$ cat config.mk
export PLATFORM = sky130hd
export DESIGN_NAME = hall_pattern_gen
export DESIGN_NICKNAME = d
export VERILOG_FILES = /design/src/rtl/hall_pkg.sv /design/src/rtl/hall_step_timer.sv /design/src/rtl/hall_pattern_gen.sv
export SDC_FILE = /design/constraint.sdc
export NUM_CORES = 1
export LEC_CHECK = 0
export ABC_CLOCK_PERIOD_IN_PS = 4750
export BUFFER_PORTS_ARGS = -buffer_cell sky130_fd_sc_hd__buf_4
export CAP_MARGIN = 0
export CORE_UTILIZATION = 59
export CTS_BUF_LIST = sky130_fd_sc_hd__clkbuf_8
export DETAILED_ROUTE_END_ITERATION = 8
export GPL_ROUTABILITY_DRIVEN = 0
export PLACE_DENSITY = 0.83
export SLEW_MARGIN = 0
export SYNTH_ARGS = -nofsm -noshare
export SYNTH_HDL_FRONTEND = slang
export SYNTH_HIERARCHICAL = 1
export SYNTH_SLANG_ARGS = --single-unit
$ cat constraint.sdc
create_clock -name CLK -period 4.75 [get_ports CLK]
set_input_delay 0.2375 -clock CLK [delete_from_list [all_inputs] [get_ports CLK]]
set_output_delay 0.2375 -clock CLK [all_outputs]
set_load 0.1 [all_outputs]
$ cat src/rtl/hall_pkg.sv
// Shared Hall-sequence definitions: sector encoding, code table and step helpers.
package hall_pkg;

  localparam int unsigned SECTOR_W = 3;
  localparam int unsigned HALL_W   = 3;

  typedef enum logic [SECTOR_W-1:0] {
    SEC0 = 3'd0,
    SEC1 = 3'd1,
    SEC2 = 3'd2,
    SEC3 = 3'd3,
    SEC4 = 3'd4,
    SEC5 = 3'd5
  } sector_t;

  // Forward order {C,B,A}; each neighbour differs in exactly one bit.
  localparam logic [HALL_W-1:0] HALL_SEQ [0:5] = '{
    3'b001, 3'b011, 3'b010, 3'b110, 3'b100, 3'b101
  };

  localparam logic [HALL_W-1:0] HALL_INVALID_000 = 3'b000;
  localparam logic [HALL_W-1:0] HALL_INVALID_111 = 3'b111;

  function automatic logic [HALL_W-1:0] hall_lookup(input sector_t s);
    case (s)
      SEC0:    return HALL_SEQ[0];
      SEC1:    return HALL_SEQ[1];
      SEC2:    return HALL_SEQ[2];
      SEC3:    return HALL_SEQ[3];
      SEC4:    return HALL_SEQ[4];
      SEC5:    return HALL_SEQ[5];
      default: return HALL_INVALID_111;
    endcase
  endfunction

  function automatic sector_t sector_step(input sector_t s, input logic fwd);
    case (s)
      SEC0:    return fwd ? SEC1 : SEC5;
      SEC1:    return fwd ? SEC2 : SEC0;
      SEC2:    return fwd ? SEC3 : SEC1;
      SEC3:    return fwd ? SEC4 : SEC2;
      SEC4:    return fwd ? SEC5 : SEC3;
      SEC5:    return fwd ? SEC0 : SEC4;
      default: return SEC0;
    endcase
  endfunction

endpackage

$ cat src/rtl/hall_step_timer.sv
// Step-period down-counter: clamps and latches the period at each boundary and
// emits a single-cycle tick (combinational) on the cycle the step is taken.
module hall_step_timer #(
  parameter int unsigned PER_W   = 16,
  parameter int unsigned MIN_PER = 2
) (
  input  logic             i_clk,
  input  logic             i_rst_n,
  input  logic             i_en,
  input  logic [PER_W-1:0] i_period,
  output logic             o_tick_c
);

  localparam logic [PER_W-1:0] MIN_P = PER_W'(MIN_PER);

  logic [PER_W-1:0] r_timer;
  logic             r_load_pend;
  logic [PER_W-1:0] w_per_clamp;

  assign w_per_clamp = (i_period < MIN_P) ? MIN_P : i_period;
  assign o_tick_c    = i_en & ~r_load_pend & (r_timer == '0);

  // The timer holds (latched period - 1); reloading it is the period latch.
  always_ff @(posedge i_clk or negedge i_rst_n) begin
    if (!i_rst_n) begin
      r_timer     <= MIN_P - PER_W'(1);
      r_load_pend <= 1'b1;
    end else if (r_load_pend || o_tick_c) begin
      r_timer     <= w_per_clamp - PER_W'(1);
      r_load_pend <= 1'b0;
    end else if (i_en) begin
      r_timer     <= r_timer - PER_W'(1);
    end
  end

endmodule

$ cat src/rtl/hall_pattern_gen.sv
// Three-channel 120-degree Hall sensor emulator with sector, step strobe and step count.
// Optional HALL_FAULT_INJ_EN adds fault_inj, forcing H to the open-sensor code 000.
module hall_pattern_gen
  import hall_pkg::*;
#(
  parameter int unsigned PER_W   = 16,
  parameter int unsigned CNT_W   = 8,
  parameter int unsigned MIN_PER = 2
) (
  input  logic                CLK,
  input  logic                RST,
  input  logic                en,
  input  logic                dir,
  input  logic [PER_W-1:0]    period,
  input  logic                cnt_clr,
`ifdef HALL_FAULT_INJ_EN
  input  logic                fault_inj,
`endif
  output logic [HALL_W-1:0]   H,
  output logic [SECTOR_W-1:0] sector,
  output logic                step_stb,
  output logic [CNT_W-1:0]    step_cnt
);

  logic                w_tick;
  sector_t             r_sector;
  sector_t             w_sector_nxt;
  logic [HALL_W-1:0]   r_h;
  logic [HALL_W-1:0]   w_h_nxt;
  logic                r_stb;
  logic [CNT_W-1:0]    r_cnt;
  logic [CNT_W-1:0]    w_cnt_nxt;

  hall_step_timer #(
    .PER_W   (PER_W),
    .MIN_PER (MIN_PER)
  ) u_timer (
    .i_clk    (CLK),
    .i_rst_n  (RST),
    .i_en     (en),
    .i_period (period),
    .o_tick_c (w_tick)
  );

  // Sector FSM next state; H is looked up from the next sector so all outputs move together.
  always_comb begin
    w_sector_nxt = r_sector;
    w_cnt_nxt    = r_cnt;
    w_h_nxt      = HALL_INVALID_000;
    if (w_tick) begin
      w_sector_nxt = sector_step(r_sector, dir);
      w_cnt_nxt    = r_cnt + CNT_W'(1);
    end
    if (cnt_clr) begin
      w_cnt_nxt = '0;
    end
`ifdef HALL_FAULT_INJ_EN
    if (!fault_inj) begin
      w_h_nxt = hall_lookup(w_sector_nxt);
    end
`else
    w_h_nxt = hall_lookup(w_sector_nxt);
`endif
  end

  always_ff @(posedge CLK or negedge RST) begin
    if (!RST) begin
      r_sector <= SEC0;
      r_h      <= HALL_SEQ[0];
      r_stb    <= 1'b0;
      r_cnt    <= '0;
    end else begin
      r_sector <= w_sector_nxt;
      r_h      <= w_h_nxt;
      r_stb    <= w_tick;
      r_cnt    <= w_cnt_nxt;
    end
  end

  assign H        = r_h;
  assign sector   = r_sector;
  assign step_stb = r_stb;
  assign step_cnt = r_cnt;

endmodule
==> qor.txt <==
Ant. Diodes: 0
Die area: 4240 sq um
Fin Hold WS: 167 ps
Unrepaired setup endpoints after global routing: false
P&R area growth vs syn: 15.6%
Dpl ws: 1280 ps
Worst-path fanout max: 20
Drt via density: 6.51
Design Area, Final: 2720 sq um
Startpoint types: flop
Number of buffers and inverters on the critical path: 1
Final Max Slew Viols: 0
VDD IR-drop max: 187 uV
Total CTS buffers: 5
Layout cell share with drive strength beyond 1: 23.8%
Multi-input logic area: 1430 sq um
Synth Instances: 270
Async S/R FF share, synth: 100%
Syn Nets: 293
Initial DRC Count: 297
All-Layer GR Usage: 29.7%
First-pass GRT wire length: 9610 microns
Slowest-stage cell, CP: nor4_1
Largest cells by area after synthesis: dfrtp_1 31%, mux2i_1 5.1%, nor2_1 4.5%
CP max stage delay: 520 ps
Setup crit end kind: flop
Syn_area_per_cell: 8.71 sq um
Synth Cell Area: 2350 sq um
Number of port buffers: 35
Tcrit/Tclk final: 76.0%
Synth area leader: dfrtp_1
DR DRC count: 0
Number of max-cap violations: 0
Detail Placement HPWL: 3930 microns
Pin count of the biggest net entering global routing: 33
Post-synth EDFFs: 0
Final hold viol count: 0
Kind of critical path: reg -> reg
Wire per inst: 16.9 microns
Crit path DAT: 3830 ps
Worst-margin pin slew: 1180 ps
DP Area: 2600 sq um
Flip-flop and latch count after synthesis: 32
H-tree depth: 2
Max-Slew Margin vs Limit: 20.7%
Number of global-route vias before repair: 2047
Peak Freq: 277 MHz
Clock net sink count: 32
Synth top cells by count: 29 x dfrtp_1, 28 x nor2_1, 20 x a21oi_1
Count leader, synth: dfrtp_1
Post-synthesis sequential area ratio: 34.2%
Die Span X: 65.1 microns
DR pass1 iterations: 7
Register area: 805 sq um
Nets: 320
Worst-path cell chain: nor4_1 -> nand4_2 -> o21a_1 -> buf_4 -> a21oi_1 -> ha_1 -> o21ai_0 -> a211oi_2 -> nor3b_2 -> mux2_1 -> nor2_1
Setup-failing EPs final: 0
Layout Skew: 5.78 ps
# IOs: 36
Critical Path RT: 4970 ps
Status: finished clean
Core ar.: 3740 sq um
Worst-path clk slew: 70 ps
Die height: 65.1 microns
Power per cell area: 267 nW/um^2
Distinct cells, synth: 61
Clock period minus final worst setup slack: 3610 ps
Top-area cell type share of the netlist area: 30.9%
Cell family with most CP delay: simple AND/OR/NAND/NOR gates
Root buffer cell: clkbuf_8
Antenna viol nets, final: 0
Via count: 2252
Synthesis warning total: 6
Clk_lat worst skew: 290 ps
Row count: 22
Antenna violations before repair: 0
Grt ovf: 0
Setup TNS: 0 ps
Final WL: 5840 microns
Initial Util: 62.8%
Hold WC Path Type: in -> reg
Max Root-Sink Buffers: 2
Final setup margin: 1140 ps
CTS tree: built
Top_reg_cell synth: dfrtp_1
Leak: 1.09 nW
Filler cells: 309
## flip-flops by register name, summed over array words and instances, names as in the netlist
register,count
step_stb,1
u_timer/r_load_pend,1
step_cnt,8
u_timer/r_timer,16
H,3
sector,3
## placed cells by master, fill, tap and decap left out, drive strengths merged, types with 3 or more instances in the layout
cell type,netlist,final
a211oi,7,7
a21oi,20,20
a31oi,3,3
buf,11,37
clkbuf,7,5
dfrtp,29,29
dfstp,3,3
inv,7,8
mux2,3,3
mux2i,13,13
nand2,17,17
nand2b,3,3
nand3,9,9
nand4,4,4
nor2,28,28
nor3,12,12
nor3b,3,3
nor4,12,12
nor4b,4,4
o21a,4,4
o21ai,16,16
o22ai,3,3
or2,3,3
or3,4,4
xnor2,8,8
xor2,10,10
## repair_timing
item,4_1_cts,5_1_grt
hold buffers,1,0
setup endpoints to repair,0,0
gates resized for setup,0,0
endpoints found under the hold margin,29,0
buffers inserted,0,0
## cell type report
class / count / share of cell area (%)
Clock inverter: 3 / 1.43
Sequential cell: 32 / 29.6
Inverter: 7 / 0.966
Tap cell: 48 / 2.21
Clock buffer: 5 / 2.53
Multi-Input combinational cell: 213 / 52.7
Timing Repair Buffer: 38 / 10.6
## report_power, final
part           internal (mW)  total (mW)  switching (mW)
combinational         0.0620       0.142          0.0796
sequential             0.295       0.328          0.0332
clock                  0.153       0.256           0.103
## worst register-to-register path, stage by stage (launching register included)
cell and delay, ps:
dfrtp_1 420, nor4_1 520, nand4_2 260, o21a_1 240, buf_4 220, a21oi_1 210, ha_1 230, o21ai_0 240
a211oi_2 460, nor3b_2 290, mux2_1 360, nor2_1 110
## path summary, 6_finish.rpt
check                               startpoint                   to  slack (ps)  depth (start not counted)
min in group asynchronous                  RST            sector[0]         430                          2
setup / recovery           u_timer/r_timer[15]  u_timer/r_timer[14]        1140                         11
hold / removal                         cnt_clr          step_cnt[6]         170                          2
setup reg to reg           u_timer/r_timer[15]  u_timer/r_timer[14]        1140                         11
hold reg to reg             u_timer/r_timer[0]   u_timer/r_timer[0]         480                          2
max in group asynchronous                  RST                 H[0]        4000                          2
## stage by stage
stage          total power, mW  utilization (%)  std cells
2_1_floorplan            0.421                -        270
3_3_place_gp             0.464             69.5        337
3_5_place_dp             0.468             69.5        337
4_1_cts                  0.727             72.6        346
5_1_grt                  0.756             72.6        346
6_report                 0.726             72.6        346
## logic make-up (layout without fill, tap and decap cells)
| family | count (synthesis) | count (layout) | synth area share (%) |
|---|---|---|---|
| AOI/OAI and AO/OA | 69 | 69 | 19.6 |
| DFF | 32 | 32 | 34.2 |
| muxes | 16 | 16 | 7.50 |
| buffers and inverters | 25 | 53 | 5.11 |
| and+or+nand+nor | 107 | 107 | 25.7 |
| adders and majority gates | 2 | 2 | 1.06 |
| xor gates and xnor gates | 18 | 18 | 6.70 |
| other | 1 | 1 | 0.159 |
## routing by layer
metal	share of wire [%]	GRT usage, %	vias to the layer above
met4	2.3	12.8	0
li1	-	-	1041
met3	6.6	5.38	22
met1	43	39.0	1086
met2	48	47.9	103
met5	0	0	-
(Power assumes the default switching activity.)
